--- src/rtl/alu_issue_ctrl.sv ---
// alu_issue_ctrl: sequential issue front end for the external 32-bit ALU.
// Accepts RV32I OP / OP-IMM instructions over a valid/ready handshake,
// reads operands from an internal 32x32 register file, drives registered
// operands and a 4-bit opcode to the ALU, waits EXEC_WAIT cycles, then
// writes the ALU result back to rd and pulses done.
//
// Ports:
//   clk, rst_n            clock, synchronous active-low reset
//   instr_valid/ready     instruction handshake
//   instr[31:0]           RV32I instruction word
//   alu_in0/alu_in1[31:0] registered ALU operands
//   alu_op[3:0]           registered ALU opcode (0000 = no operation)
//   alu_out[31:0]         ALU result
//   done, done_rd, done_data  one-cycle writeback report
//   illegal               one-cycle pulse for a rejected instruction
//   dbg_addr/dbg_data     combinational register-file debug read
module alu_issue_ctrl #(
  parameter int unsigned EXEC_WAIT = 1
) (
  input  logic        clk,
  input  logic        rst_n,
  input  logic        instr_valid,
  output logic        instr_ready,
  input  logic [31:0] instr,
  output logic [31:0] alu_in0,
  output logic [31:0] alu_in1,
  output logic [3:0]  alu_op,
  input  logic [31:0] alu_out,
  output logic        done,
  output logic [4:0]  done_rd,
  output logic [31:0] done_data,
  output logic        illegal,
  input  logic [4:0]  dbg_addr,
  output logic [31:0] dbg_data
);

  typedef enum logic [1:0] {
    S_IDLE,
    S_DECODE,
    S_EXEC
  } state_t;

  typedef enum logic [3:0] {
    OP_NOP  = 4'b0000,
    OP_AND  = 4'b0001,
    OP_OR   = 4'b0010,
    OP_XOR  = 4'b0011,
    OP_ADD  = 4'b0100,
    OP_SUB  = 4'b0101,
    OP_SRA  = 4'b0111,
    OP_SLL  = 4'b1000,
    OP_SRL  = 4'b1001,
    OP_SLT  = 4'b1100,
    OP_SLTU = 4'b1101
  } alu_op_e;

  state_t      state_q;
  logic [31:0] instr_q;
  logic [31:0] regs_q [32];
  logic [3:0]  cnt_q;
  logic [31:0] alu_in0_q;
  logic [31:0] alu_in1_q;
  alu_op_e     alu_op_q;
  logic        done_q;
  logic        illegal_q;
  logic [4:0]  done_rd_q;
  logic [31:0] done_data_q;

  // Decode of the latched instruction
  logic [6:0]  opcode;
  logic [2:0]  funct3;
  logic [6:0]  funct7;
  logic [4:0]  rd;
  logic [31:0] rs1_val;
  logic [31:0] rs2_val;
  logic [31:0] imm;
  logic [31:0] opb;
  logic [4:0]  shamt;
  logic        is_op;
  logic        is_imm;
  logic        dec_legal_d;
  alu_op_e     dec_op_d;
  logic [31:0] dec_in0_d;
  logic [31:0] dec_in1_d;

  always_comb begin
    opcode  = instr_q[6:0];
    rd      = instr_q[11:7];
    funct3  = instr_q[14:12];
    funct7  = instr_q[31:25];
    rs1_val = regs_q[instr_q[19:15]];
    rs2_val = regs_q[instr_q[24:20]];
    imm     = {{20{instr_q[31]}}, instr_q[31:20]};
    is_op   = (opcode == 7'b0110011);
    is_imm  = (opcode == 7'b0010011);
    opb     = is_op ? rs2_val : imm;
    shamt   = is_op ? rs2_val[4:0] : instr_q[24:20];

    dec_legal_d = 1'b0;
    if (is_op) begin
      dec_legal_d = (funct7 == 7'b0000000) ||
                    ((funct7 == 7'b0100000) &&
                     ((funct3 == 3'b000) || (funct3 == 3'b101)));
    end else if (is_imm) begin
      case (funct3)
        3'b001:  dec_legal_d = (funct7 == 7'b0000000);
        3'b101:  dec_legal_d = (funct7 == 7'b0000000) || (funct7 == 7'b0100000);
        default: dec_legal_d = 1'b1;
      endcase
    end

    dec_op_d  = OP_NOP;
    dec_in0_d = rs1_val;
    dec_in1_d = opb;
    case (funct3)
      3'b000: dec_op_d = (is_op && funct7[5]) ? OP_SUB : OP_ADD;
      3'b001: begin
        dec_op_d  = OP_SLL;
        dec_in1_d = {27'b0, shamt};
      end
      // ALU computes in0 > in1, so set-less-than swaps the operands
      3'b010: begin
        dec_op_d  = OP_SLT;
        dec_in0_d = opb;
        dec_in1_d = rs1_val;
      end
      3'b011: begin
        dec_op_d  = OP_SLTU;
        dec_in0_d = opb;
        dec_in1_d = rs1_val;
      end
      3'b100: dec_op_d = OP_XOR;
      3'b101: begin
        dec_op_d  = funct7[5] ? OP_SRA : OP_SRL;
        dec_in1_d = {27'b0, shamt};
      end
      3'b110: dec_op_d = OP_OR;
      default: dec_op_d = OP_AND;
    endcase
  end

  always_ff @(posedge clk) begin
    if (!rst_n) begin
      state_q     <= S_IDLE;
      instr_q     <= '0;
      cnt_q       <= '0;
      alu_in0_q   <= '0;
      alu_in1_q   <= '0;
      alu_op_q    <= OP_NOP;
      done_q      <= 1'b0;
      illegal_q   <= 1'b0;
      done_rd_q   <= '0;
      done_data_q <= '0;
      for (int unsigned i = 0; i < 32; i++) begin
        regs_q[i] <= '0;
      end
    end else begin
      done_q    <= 1'b0;
      illegal_q <= 1'b0;
      case (state_q)
        S_IDLE: begin
          if (instr_valid) begin
            instr_q <= instr;
            state_q <= S_DECODE;
          end
        end
        S_DECODE: begin
          if (dec_legal_d) begin
            alu_in0_q <= dec_in0_d;
            alu_in1_q <= dec_in1_d;
            alu_op_q  <= dec_op_d;
            cnt_q     <= 4'(EXEC_WAIT);
            state_q   <= S_EXEC;
          end else begin
            illegal_q <= 1'b1;
            state_q   <= S_IDLE;
          end
        end
        S_EXEC: begin
          if (cnt_q <= 4'd1) begin
            if (rd != 5'd0) begin
              regs_q[rd] <= alu_out;
            end
            done_q      <= 1'b1;
            done_rd_q   <= rd;
            done_data_q <= alu_out;
            alu_op_q    <= OP_NOP;
            cnt_q       <= '0;
            state_q     <= S_IDLE;
          end else begin
            cnt_q <= cnt_q - 4'd1;
          end
        end
        default: state_q <= S_IDLE;
      endcase
    end
  end

  assign instr_ready = (state_q == S_IDLE);
  assign alu_in0     = alu_in0_q;
  assign alu_in1     = alu_in1_q;
  assign alu_op      = alu_op_q;
  assign done        = done_q;
  assign done_rd     = done_rd_q;
  assign done_data   = done_data_q;
  assign illegal     = illegal_q;
  assign dbg_data    = (dbg_addr == 5'd0) ? '0 : regs_q[dbg_addr];

endmodule
--- config.mk ---
export PLATFORM = sky130hd
export DESIGN_NAME = alu_issue_ctrl
export DESIGN_NICKNAME = d
export VERILOG_FILES = /design/src/rtl/alu_issue_ctrl.sv
export SDC_FILE = /design/constraint.sdc
export NUM_CORES = 2
export LEC_CHECK = 0
export BUFFER_PORTS_ARGS = -buffer_cell sky130_fd_sc_hd__buf_2
export CORE_UTILIZATION = 55
export CTS_CLUSTER_DIAMETER = 150
export CTS_CLUSTER_SIZE = 10
export DETAILED_ROUTE_END_ITERATION = 6
export GPL_TIMING_DRIVEN = 1
export PLACE_DENSITY = 0.78
export RECOVER_POWER = 25
export REMOVE_ABC_BUFFERS = 1
export SETUP_SLACK_MARGIN = 0.02
export SLEW_MARGIN = 5
export SYNTH_ARGS = -nofsm -noshare
export SYNTH_HDL_FRONTEND = slang
export SYNTH_SLANG_ARGS = --single-unit
export TNS_END_PERCENT = 30
--- constraint.sdc ---
create_clock -name clk -period 4.1 [get_ports clk]
set_input_delay 0.82 -clock clk [delete_from_list [all_inputs] [get_ports clk]]
set_output_delay 0.82 -clock clk [all_outputs]
set_load 0.005 [all_outputs]
==> flow_summary.toml <==
[outcome]
status = "finished, violations left"
violations = "design-rule violations, max-capacitance violations, max-slew violations"

[cts]
cts-root-buf = "clkbuf_16"
cts.sinks = 1179
cts_tree = "done"
worstSkewPairLatency_ns = 0.80
cts_max_level = 4
path_clk_slew_ns = 0.06
clockBufferDepth = 3
numCtsBuffers = 135
hold_buffers = 0

[timing]
min_period_ns = 3.90
max_slew.worst_pin.slew_ns = 1.92
setup_slack_ns = 0.196
fmax_ghz = 0.256
setup_viol = 0
finClkSkew_ns = 0.0369
hold_viol = 0
final-max-slew-violation-count = 266
whs_ns = 0.262
fin_crit_sh_pct = 95.2
rsz0062_at_grt = "no"
relSlewSlack_pct = -28.7

[final_layout]
nets = 5366
nFillCells = 9219
syn_to_final_growth_pct = 11.4
drive_above_1_share_pct = 22.3
utilization_pct = 61.9

[setup_path]
crit_path_start_kind = "primary input"
worstPathRequired_ns = 3.28
crit_fanout = 35
timing.critical_path.to_type = "output pin"
slowest_stage = "mux4_2"
cp_cell_sequence = "buf_12 -> buf_4 -> mux4_2 -> mux4_2 -> mux2i_1 -> buf_4 -> nor2_1 -> buf_2"
max_stage_delay_ns = 0.51
path_buf_inv = 4
path_depth = 8
critPathArrivalTime_ns = 3.08
r2r_cells = 8
path_class = "in -> out"
cp_top_family = "multiplexers"

[synth]
async_flop_share_pct = 0
synth_seq_area_share_pct = 49.1
yosys_warnings = 0
avgSynthCellArea_um2 = 13.3
synthCells = 5176
ys_ff_latch = 1179
synth.cell_area_um2 = 68900
synth_cell_types = 82
synth-edff-count = 1024
synth_ff_type = "edfxtp_1"

[drt]
wl_per_cell_um = 38.5
vias_per_cell = 7.66
drt-initial-drc-count = 10600
dr.pass1.iters = 7
ant_nets = 0
drc_errors = 86
wirelength_um = 271000
vias = 53900

[placed_design]
portBuffers = 211
dp_hpwl_um = 169000
place_ws_ns = 0.103
gp_congestion = 1.02

[grt]
grtUsageTotal_pct = 42.4
first_global_vias = 51600
antenna_found_initial = 23
grt_remaining_overflow = 0
grt_pass1_wl_um = 379000
grt_max_degree = 81

[floorplanning]
rows = 129
die_h_um = 356
dieArea_um2 = 127000
start_util_pct = 55.6
fp.dieW_um = 356
core_area_um2 = 124000
ios = 212

[power]
p_sw_mw = 7.80
power_frac_clock_pct = 39.0
pwr_density_cell_nw_per_um2 = 379
p_comb_share_pct = 13.5
peakVddDrop_mv = 0.458
p_seq_share_pct = 47.6
power_mw = 29.1
leakage_nw = 26.3
swShare_pct = 26.8
p_int_mw = 21.3

[run]
drv_cap = 14

[worst_hold_path]
hold-path-cell-count = 3
min_path_type = "in -> reg"
==> layer usage <==
metal,vias up,GRT usage [%],routed length [um]
met4,10,30.0,23900
met1,26200,53.0,86600
met5,-,0,76
li1,20300,-,-
met3,1475,18.1,48700
met2,5938,59.2,112000
==> cell usage after synthesis (73+ instances only) <==
cell	number	share of area [%]
mux2i_1	632	9.2
nand3_1	74	0.54
clkbuf_1	350	1.9
a22oi_1	257	2.8
nor2_1	90	0.49
o21ai_0	73	0.53
a21oi_1	164	1.2
mux4_2	521	17
dfxtp_1	155	4.5
edfxtp_1	1024	45
nand2_1	230	1.3
and2_1	1000	9.1
==> cells in the final DEF (no fill, tap or decap), types with 34 or more instances in the layout <==
cell type  instances
mux4_2           521
and2_0           101
and2_1           898
clkbuf_16        140
a21oi_1          164
nand2_1          229
clkbuf_1         154
buf_12            63
nor2_1            73
a22oi_1          257
o21ai_0           45
buf_2            144
mux2i_1          632
buf_4            206
o22ai_1           51
dfxtp_1          149
o221ai_1          34
edfxtp_1        1024
nand3_1           74
==> final cells by class <==
class	instances	area (um2)	area share, %
sequential	1179	33900	44.1
timing repair buffer	500	3890	5.07
inverter	10	42.5	0.0554
tap	1637	2050	2.67
clock inverter	8	108	0.140
clock buffer	224	3820	4.97
multi-input combinational	3466	33000	42.9
antenna	11	27.5	0.0358
==> metrics by stage <==
step                instance area [um2]  TNS (ns)  instances
CTS                               77200         0       7024
detailed placement                73200         0       6792
finish                            76800         0       7035
global placement                  73200         0       6792
floorplan                         66400  -1829.74       4655
global route                      76800         0       7026
==> worst min-delay path, delay by kind of cell <==
family | cells | cell delay, ns
simple gates | 1 | 0.05
buf+inv | 1 | 0.10
compound gates | 1 | 0.05
==> power groups by stage <==
stage | logic [mW] | registers, mW | clock network [mW]
global placement | 3.68 | 14.0 | 0
CTS | 3.77 | 13.8 | 11.3
detailed placement | 3.76 | 14.0 | 0
global route | 3.98 | 13.9 | 11.7
floorplan | 2.56 | 14.1 | 0
finish | 3.92 | 13.8 | 11.3
==> timing repair <==
action / CTS / global route
resized for setup: 0 / 1
endpoints found under the setup margin: 0 / 1
setup buffers: 0 / 0
==> registers in the layout, indices dropped and copies added (netlist names), named ones only <==
signal	flops
done_rd	5
alu_op	4
regs_q	1024
illegal	1
cnt_q	4
alu_in0	32
instr_q	32
alu_in1	32
done	1
done_data	32
state_q	2
==> final timing paths <==
| kind | startpoint | end | slack, ns |
|---|---|---|---|
| setup / recovery | dbg_addr[0] | dbg_data[13] | 0.20 |
| hold / removal | instr[12] | instr_q[12]$_SDFFE_PN0P_ | 0.26 |
| setup reg to reg | state_q[0]$_SDFFE_PN0P_ | regs_q[6][4]$_SDFFCE_PN0P_ | 0.23 |
| hold reg to reg | instr_q[16]$_SDFFE_PN0P_ | flip-flop | 0.45 |
==> cells by family after synthesis <==
logic type,after synthesis,share of synthesized area [%]
other,1,0.00544
DFF,1179,49.1
buffers and inverters,562,3.94
and+or+nand+nor,1530,12.9
muxes,1170,26.8
AOI/OAI and AO/OA,732,7.28
adders and majority gates,2,0.0363
(Power assumes the default switching activity.)
